### src/rtl/julia_pixel_sequencer_pkg.sv
// Shared types and constants for the Julia pixel sequencer.
package julia_pixel_sequencer_pkg;

  localparam int unsigned COORD_W     = 32;
  localparam int unsigned COLOR_W     = 16;
  localparam int unsigned Q_FRAC_BITS = 24;

  localparam logic [COLOR_W-1:0] DEFAULT_TIMEOUT_COLOR = 16'hF800;

  typedef enum logic [2:0] {
    SEQ_IDLE    = 3'd0,
    SEQ_LOAD    = 3'd1,
    SEQ_RUN     = 3'd2,
    SEQ_WRITE   = 3'd3,
    SEQ_ADVANCE = 3'd4,
    SEQ_DONE    = 3'd5
  } seq_state_t;

  // Viewport values that must survive the whole frame.
  typedef struct packed {
    logic [COORD_W-1:0] x_min;
    logic [COORD_W-1:0] step_x;
    logic [COORD_W-1:0] step_y;
  } vp_latch_t;

endpackage

### src/rtl/julia_pixel_sequencer_if.sv
// Frame-buffer write port: valid/ready handshake carrying address and colour.
interface julia_pixel_sequencer_if #(
  parameter int unsigned ADDR_W = 17
);
  logic              fb_valid;
  logic              fb_ready;
  logic [ADDR_W-1:0] fb_addr;
  logic [15:0]       fb_data;

  modport master (output fb_valid, output fb_addr, output fb_data, input  fb_ready);
  modport slave  (input  fb_valid, input  fb_addr, input  fb_data, output fb_ready);
endinterface

### src/rtl/julia_pixel_sequencer_raster_counter.sv
// Raster position tracker: column/line counters plus linear frame-buffer address.
module julia_pixel_sequencer_raster_counter #(
  parameter int unsigned H_RES  = 320,
  parameter int unsigned V_RES  = 240,
  parameter int unsigned ADDR_W = 17
) (
  input  logic              clk,
  input  logic              rst,
  input  logic              clear,
  input  logic              step,
  output logic [ADDR_W-1:0] addr,
  output logic              last_col_c,
  output logic              last_row_c
);

  localparam int unsigned PX_W = (H_RES > 1) ? $clog2(H_RES) : 1;
  localparam int unsigned PY_W = (V_RES > 1) ? $clog2(V_RES) : 1;

  logic [PX_W-1:0] px;
  logic [PY_W-1:0] py;

  assign last_col_c = (px == PX_W'(H_RES - 1));
  assign last_row_c = (py == PY_W'(V_RES - 1));

  // Address advances every pixel; it never needs a multiply because it tracks px/py.
  always_ff @(posedge clk) begin
    if (rst || clear) begin
      px   <= '0;
      py   <= '0;
      addr <= '0;
    end else if (step) begin
      addr <= addr + ADDR_W'(1);
      if (!last_col_c) begin
        px <= px + PX_W'(1);
      end else begin
        px <= '0;
        if (!last_row_c) py <= py + PY_W'(1);
      end
    end
  end

endmodule

### src/rtl/julia_pixel_sequencer.sv
// Frame-level initiator: walks the raster, runs the Julia engine per pixel and
// writes each returned colour to the frame buffer.
module julia_pixel_sequencer
  import julia_pixel_sequencer_pkg::*;
#(
  parameter int unsigned         H_RES         = 320,
  parameter int unsigned         V_RES         = 240,
  parameter int unsigned         ADDR_W        = 17,
  parameter int unsigned         LOAD_CYCLES   = 2,
  parameter int unsigned         WDOG_MAX      = 65535,
  parameter logic [COLOR_W-1:0]  TIMEOUT_COLOR = DEFAULT_TIMEOUT_COLOR
) (
  input  logic               clk,
  input  logic               rst,
  input  logic               start,
  input  logic [COORD_W-1:0] x_min,
  input  logic [COORD_W-1:0] y_min,
  input  logic [COORD_W-1:0] step_x,
  input  logic [COORD_W-1:0] step_y,
  output logic               calc_enable,
  output logic [COORD_W-1:0] x0,
  output logic [COORD_W-1:0] y0,
  input  logic               calc_end,
  input  logic [COLOR_W-1:0] color_in,
  julia_pixel_sequencer_if.master fb,
  output logic               busy,
  output logic               frame_done
);

  localparam int unsigned LC_W   = (LOAD_CYCLES > 1) ? $clog2(LOAD_CYCLES) : 1;
  localparam int unsigned WDOG_W = $clog2(WDOG_MAX + 1);

  seq_state_t        state;
  vp_latch_t         vp_q;
  logic [LC_W-1:0]   load_cnt;
  logic [WDOG_W-1:0] wdog;
  logic              clear_c;
  logic              step_c;
  logic              last_col_c;
  logic              last_row_c;

  assign clear_c = (state == SEQ_IDLE) && start;
  assign step_c  = (state == SEQ_ADVANCE);

  julia_pixel_sequencer_raster_counter #(
    .H_RES  (H_RES),
    .V_RES  (V_RES),
    .ADDR_W (ADDR_W)
  ) u_raster (
    .clk        (clk),
    .rst        (rst),
    .clear      (clear_c),
    .step       (step_c),
    .addr       (fb.fb_addr),
    .last_col_c (last_col_c),
    .last_row_c (last_row_c)
  );

  // Sequencer FSM; calc_enable is high exactly while in RUN.
  always_ff @(posedge clk) begin
    if (rst) begin
      state       <= SEQ_IDLE;
      vp_q        <= '0;
      load_cnt    <= '0;
      wdog        <= '0;
      calc_enable <= 1'b0;
      x0          <= '0;
      y0          <= '0;
      fb.fb_valid <= 1'b0;
      fb.fb_data  <= '0;
      busy        <= 1'b0;
      frame_done  <= 1'b0;
    end else begin
      frame_done <= 1'b0;
      unique case (state)
        SEQ_IDLE: begin
          if (start) begin
            vp_q     <= '{x_min: x_min, step_x: step_x, step_y: step_y};
            x0       <= x_min;
            y0       <= y_min;
            busy     <= 1'b1;
            load_cnt <= '0;
            state    <= SEQ_LOAD;
          end
        end
        SEQ_LOAD: begin
          if (load_cnt == LC_W'(LOAD_CYCLES - 1)) begin
            load_cnt    <= '0;
            calc_enable <= 1'b1;
            state       <= SEQ_RUN;
          end else begin
            load_cnt <= load_cnt + LC_W'(1);
          end
        end
        SEQ_RUN: begin
          wdog <= wdog + WDOG_W'(1);
          // A finished engine wins over a watchdog expiring in the same cycle.
          if (calc_end) begin
            fb.fb_data  <= color_in;
            fb.fb_valid <= 1'b1;
            calc_enable <= 1'b0;
            state       <= SEQ_WRITE;
          end else if (wdog == WDOG_W'(WDOG_MAX)) begin
            fb.fb_data  <= TIMEOUT_COLOR;
            fb.fb_valid <= 1'b1;
            calc_enable <= 1'b0;
            state       <= SEQ_WRITE;
          end
        end
        SEQ_WRITE: begin
          if (fb.fb_ready) begin
            fb.fb_valid <= 1'b0;
            state       <= SEQ_ADVANCE;
          end
        end
        SEQ_ADVANCE: begin
          wdog <= '0;
          if (!last_col_c) begin
            x0    <= x0 + vp_q.step_x;
            state <= SEQ_LOAD;
          end else if (!last_row_c) begin
            x0    <= vp_q.x_min;
            y0    <= y0 + vp_q.step_y;
            state <= SEQ_LOAD;
          end else begin
            busy       <= 1'b0;
            frame_done <= 1'b1;
            state      <= SEQ_DONE;
          end
        end
        SEQ_DONE: begin
          state <= SEQ_IDLE;
        end
        default: begin
          state <= SEQ_IDLE;
        end
      endcase
    end
  end

endmodule

### src/flat_wrapper.sv
// flat-port wrapper written by rule: the top's interface ports become plain ports
module julia_pixel_sequencer_flat import julia_pixel_sequencer_pkg::*;
#(
  parameter int unsigned         H_RES         = 320,
  parameter int unsigned         V_RES         = 240,
  parameter int unsigned         ADDR_W        = 17,
  parameter int unsigned         LOAD_CYCLES   = 2,
  parameter int unsigned         WDOG_MAX      = 65535,
  parameter logic [COLOR_W-1:0]  TIMEOUT_COLOR = DEFAULT_TIMEOUT_COLOR
)
  (clk, rst, start, x_min, y_min, step_x, step_y, calc_enable, x0, y0, calc_end, color_in, busy, frame_done, fb_fb_valid, fb_fb_addr, fb_fb_data, fb_fb_ready);
  julia_pixel_sequencer_if #(.ADDR_W(ADDR_W)) fb_i ();
  input  logic clk;
  input  logic rst;
  input  logic start;
  input  logic [COORD_W-1:0] x_min;
  input  logic [COORD_W-1:0] y_min;
  input  logic [COORD_W-1:0] step_x;
  input  logic [COORD_W-1:0] step_y;
  output logic calc_enable;
  output logic [COORD_W-1:0] x0;
  output logic [COORD_W-1:0] y0;
  input  logic calc_end;
  input  logic [COLOR_W-1:0] color_in;
  output logic busy;
  output logic frame_done;
  output wire logic [$bits(fb_i.fb_valid)-1:0] fb_fb_valid;
  output wire logic [$bits(fb_i.fb_addr)-1:0] fb_fb_addr;
  output wire logic [$bits(fb_i.fb_data)-1:0] fb_fb_data;
  input wire logic [$bits(fb_i.fb_ready)-1:0] fb_fb_ready;
  assign fb_fb_valid = fb_i.fb_valid;
  assign fb_fb_addr = fb_i.fb_addr;
  assign fb_fb_data = fb_i.fb_data;
  assign fb_i.fb_ready = fb_fb_ready;
  julia_pixel_sequencer #(.H_RES(H_RES), .V_RES(V_RES), .ADDR_W(ADDR_W), .LOAD_CYCLES(LOAD_CYCLES), .WDOG_MAX(WDOG_MAX), .TIMEOUT_COLOR(TIMEOUT_COLOR)) u_core (.clk(clk), .rst(rst), .start(start), .x_min(x_min), .y_min(y_min), .step_x(step_x), .step_y(step_y), .calc_enable(calc_enable), .x0(x0), .y0(y0), .calc_end(calc_end), .color_in(color_in), .fb(fb_i), .busy(busy), .frame_done(frame_done));
endmodule
### config.mk
export PLATFORM = sky130hd
export DESIGN_NAME = julia_pixel_sequencer_flat
export DESIGN_NICKNAME = d
export VERILOG_FILES = /design/src/rtl/julia_pixel_sequencer_pkg.sv /design/src/rtl/julia_pixel_sequencer_if.sv /design/src/rtl/julia_pixel_sequencer_raster_counter.sv /design/src/rtl/julia_pixel_sequencer.sv /design/src/flat_wrapper.sv
export SDC_FILE = /design/constraint.sdc
export NUM_CORES = 1
export LEC_CHECK = 0
export CAP_MARGIN = 10
export CORE_ASPECT_RATIO = 0.7
export CORE_MARGIN = 3
export CORE_UTILIZATION = 32
export DETAILED_ROUTE_END_ITERATION = 16
export GPL_TIMING_DRIVEN = 1
export PLACE_DENSITY = 0.57
export SLEW_MARGIN = 20
export SYNTH_ARGS = -nofsm -noshare
export SYNTH_HDL_FRONTEND = slang
export SYNTH_SLANG_ARGS = --single-unit
### constraint.sdc
create_clock -name clk -period 3.6 [get_ports clk]
set_clock_uncertainty 0.05 [all_clocks]
set_input_delay 0.36 -clock clk [delete_from_list [all_inputs] [get_ports clk]]
set_output_delay 0.36 -clock clk [all_outputs]
set_load 0.01 [all_outputs]
==> results.json <==
{
  "status": "finished clean",
  "cp-start-kind": "register",
  "clk_path_buf_depth": 3,
  "yosys_warnings": 0,
  "synthArstFlopShare_pct": 0,
  "slew_violations": 0,
  "fin_crit_sh_pct": 90.9,
  "num-nets-final": 2033,
  "setup_ws_ps": 328,
  "cts_resized": 0,
  "final_util_pct": 43.5,
  "synthesis.nets": 1825,
  "overflow": 0,
  "portBuffers": 249,
  "rsz0062_at_grt": "false",
  "core_area_um2": 37700,
  "yosys.cell_types.count": 71,
  "cp.arrival_ps": 3660,
  "end_kind": "register",
  "num-fill-cells": 3755,
  "drt-total-wl_um": 40400,
  "die_h_um": 171,
  "vias_per_cell": 5.17,
  "track_usage_pct": 18.9,
  "p_per_area_nw_per_um2": 446,
  "dr_total_vias": 12200,
  "root_buffer": "clkbuf_16",
  "hold_buffers": 0,
  "fmax_ghz": 0.306,
  "synth_ff_type": "dfxtp_1",
  "hold_viol_final": 0,
  "grt_antenna_before_repair": 1,
  "design_area_um2": 16400,
  "cts_setup_buffers": 0,
  "pre_cts_ws_ps": 404,
  "drive_gt1_share_pct": 5.50,
  "placed_cell_area_um2": 15400,
  "rows": 59,
  "drt_first_pass_iters": 5,
  "worstMarginPinSlew_ps": 768,
  "grt_max_degree": 85,
  "grt_pass1_wl_um": 64100,
  "syn_area_um2": 12400,
  "reg2reg_slack_ps": 330,
  "maxCapViolCount": 0,
  "die_w_um": 242,
  "h-tree-depth": 1,
  "drcViolationCount": 0,
  "setup_viol": 0,
  "vdd_drop_max_mv": 0.348,
  "area_delta_synth_final_pct": 32.0,
  "crit_fanout": 3,
  "clk_pin_slew_ps": 60,
  "place_congestion": 0.868,
  "cp.required_ps": 3990,
  "relSlewSlack_pct": 48.8,
  "die_area_um2": 41300,
  "syn_inst": 1608,
  "cts_tree": "done",
  "ant_nets": 0,
  "start_util_pct": 33.0,
  "synth_seq_cells": 234,
  "wire_per_inst_um": 17.2,
  "grt_pass1_vias": 11600,
  "yosysSeqAreaShare_pct": 37.6,
  "dp_hpwl_um": 28800,
  "syn_area_per_cell_um2": 7.74,
  "ios": 250,
  "layout_min_cycle_time_ps": 3270,
  "worstHoldPathType": "primary input to register",
  "p_leak_nw": 6.24,
  "clk_latency_ps": 540,
  "synth_edf_count": 0,
  "holdWs_ps": 139,
  "cts_sinks": 234,
  "cts_buffers": 27,
  "fin_tns_setup_ps": 0,
  "critical_path_class": "register to register",
  "drt_iter0_markers": 827,
  "antenna_cells": 0
}
-- area by class of cell --
cell class	count	area [um^2]	area share [%]
inverter	17	63.8	0.388
clock buffer	33	748	4.56
timing repair buffer	271	2680	16.3
tap	518	648	3.95
multi-input combinational	1265	7330	44.6
clock inverter	16	272	1.65
sequential	234	4680	28.5
-- cells in the final DEF (no fill, tap or decap), types with 8 or more instances in the layout --
cell / synthesis / final
o21bai_1: 9 / 9
ha_1: 66 / 66
inv_1: 17 / 17
a311oi_1: 23 / 23
o21a_1: 8 / 8
buf_4: 2 / 20
nand4_1: 13 / 13
and3_1: 13 / 13
o31ai_1: 8 / 8
a31oi_1: 20 / 20
o211ai_1: 25 / 25
clkbuf_16: 0 / 27
dfxtp_1: 234 / 234
a22oi_1: 14 / 14
clkdlybuf4s50_1: 0 / 248
a21o_1: 30 / 30
nor3_1: 29 / 29
nand3_1: 36 / 36
nor2_1: 145 / 145
or3_1: 17 / 17
xor2_1: 29 / 29
a211oi_1: 31 / 31
a21oi_1: 206 / 206
or2_2: 9 / 9
nand2_1: 341 / 340
xnor2_1: 43 / 43
o21ai_0: 50 / 50
-- worst max-delay path: stages, from the launching register on --
cell and delay (ps):
dfxtp_1 320, ha_1 240, fa_1 450, a211oi_1 300, o21ai_0 190, a211o_1 350, a21oi_2 240, a211oi_1 160
o31ai_1 320, mux2i_1 220, nor2_1 50, o41ai_1 280
-- Yosys cell counts (5+ instances only) --
cell type  instances  share of area [%]
o21ai_0           50                2.0
nand2_1          341                 10
buf_1              7               0.21
nand4_1           13               0.65
mux2i_1            7               0.56
a21o_1            30                1.8
a211oi_1          31                1.9
xor2_1            29                2.0
o21a_1             8               0.48
xnor2_1           43                3.0
and2_1             7               0.35
nand3_1           36                1.4
a22oi_1           14               0.84
nor4_1             5               0.25
or3_1             17               0.85
or2_2              9               0.45
a31oi_1           20                1.0
nor2b_1            5               0.25
o21ai_1            5               0.20
o22ai_1            6               0.30
o21bai_1           9               0.54
and3_1            13               0.65
dfxtp_1          234                 38
o31ai_1            8               0.48
a311oi_1          23                1.6
nor2_1           145                4.4
nand2b_1           7               0.35
ha_1              66                6.6
inv_1             17               0.51
clkbuf_1          68                2.1
buf_2             13               0.52
a21oi_1          206                8.3
o211ai_1          25                1.5
nor3_1            29                1.2
-- metal layers --
layer  track usage [%]  part of all wire, %
met4              3.79                  1.8
met1              27.2                   50
met5                 0                0.032
met2              30.1                   43
met3              2.91                  4.6
-- kinds of logic after synthesis --
logic type      Yosys count  synth area share (%)
simple gates            643                  22.2
compound gates          475                  24.0
flops                   234                  37.6
buf+inv                 109                  3.58
xor+xnor                 72                  5.07
fa+ha+maj                68                  6.96
mux                       7                 0.563
-- worst paths after layout --
path,from,endpoint,depth (start not counted)
setup / recovery,u_core.x0[0]$_SDFFE_PP0P_,u_core.x0[24]$_SDFFE_PP0P_,11
hold / removal,rst,u_core.vp_q[93]$_SDFFE_PP0P_,2
setup reg to reg,u_core.x0[0]$_SDFFE_PP0P_,u_core.x0[24]$_SDFFE_PP0P_,11
hold reg to reg,u_core.vp_q[75]$_SDFFE_PP0P_,u_core.vp_q[75]$_SDFFE_PP0P_,2
-- through the flow --
step / cells / power [W]
2_1_floorplan: 1608 / 0.00368
6_report: 2354 / 0.00732
5_1_grt: 2354 / 0.00765
3_3_place_gp: 2305 / 0.00423
3_5_place_dp: 2305 / 0.00425
4_1_cts: 2354 / 0.00741
-- report_power, final --
group          switching, W  internal [W]
Clock               0.00115       0.00198
Sequential         0.000125       0.00275
Combinational      0.000708      0.000613
Total               0.00198       0.00534
-- registers in the layout (all words and copies together) (netlist names), 3 cells and up --
| signal | cells |
|---|---|
| u_core.vp_q | 96 |
| u_core.u_raster.addr | 17 |
| u_core.y0 | 32 |
| u_core.wdog | 16 |
| u_core.fb.fb_data | 16 |
| u_core.state | 3 |
| u_core.u_raster.px | 9 |
| u_core.x0 | 32 |
| u_core.u_raster.py | 8 |
(Power assumes the default switching activity.)
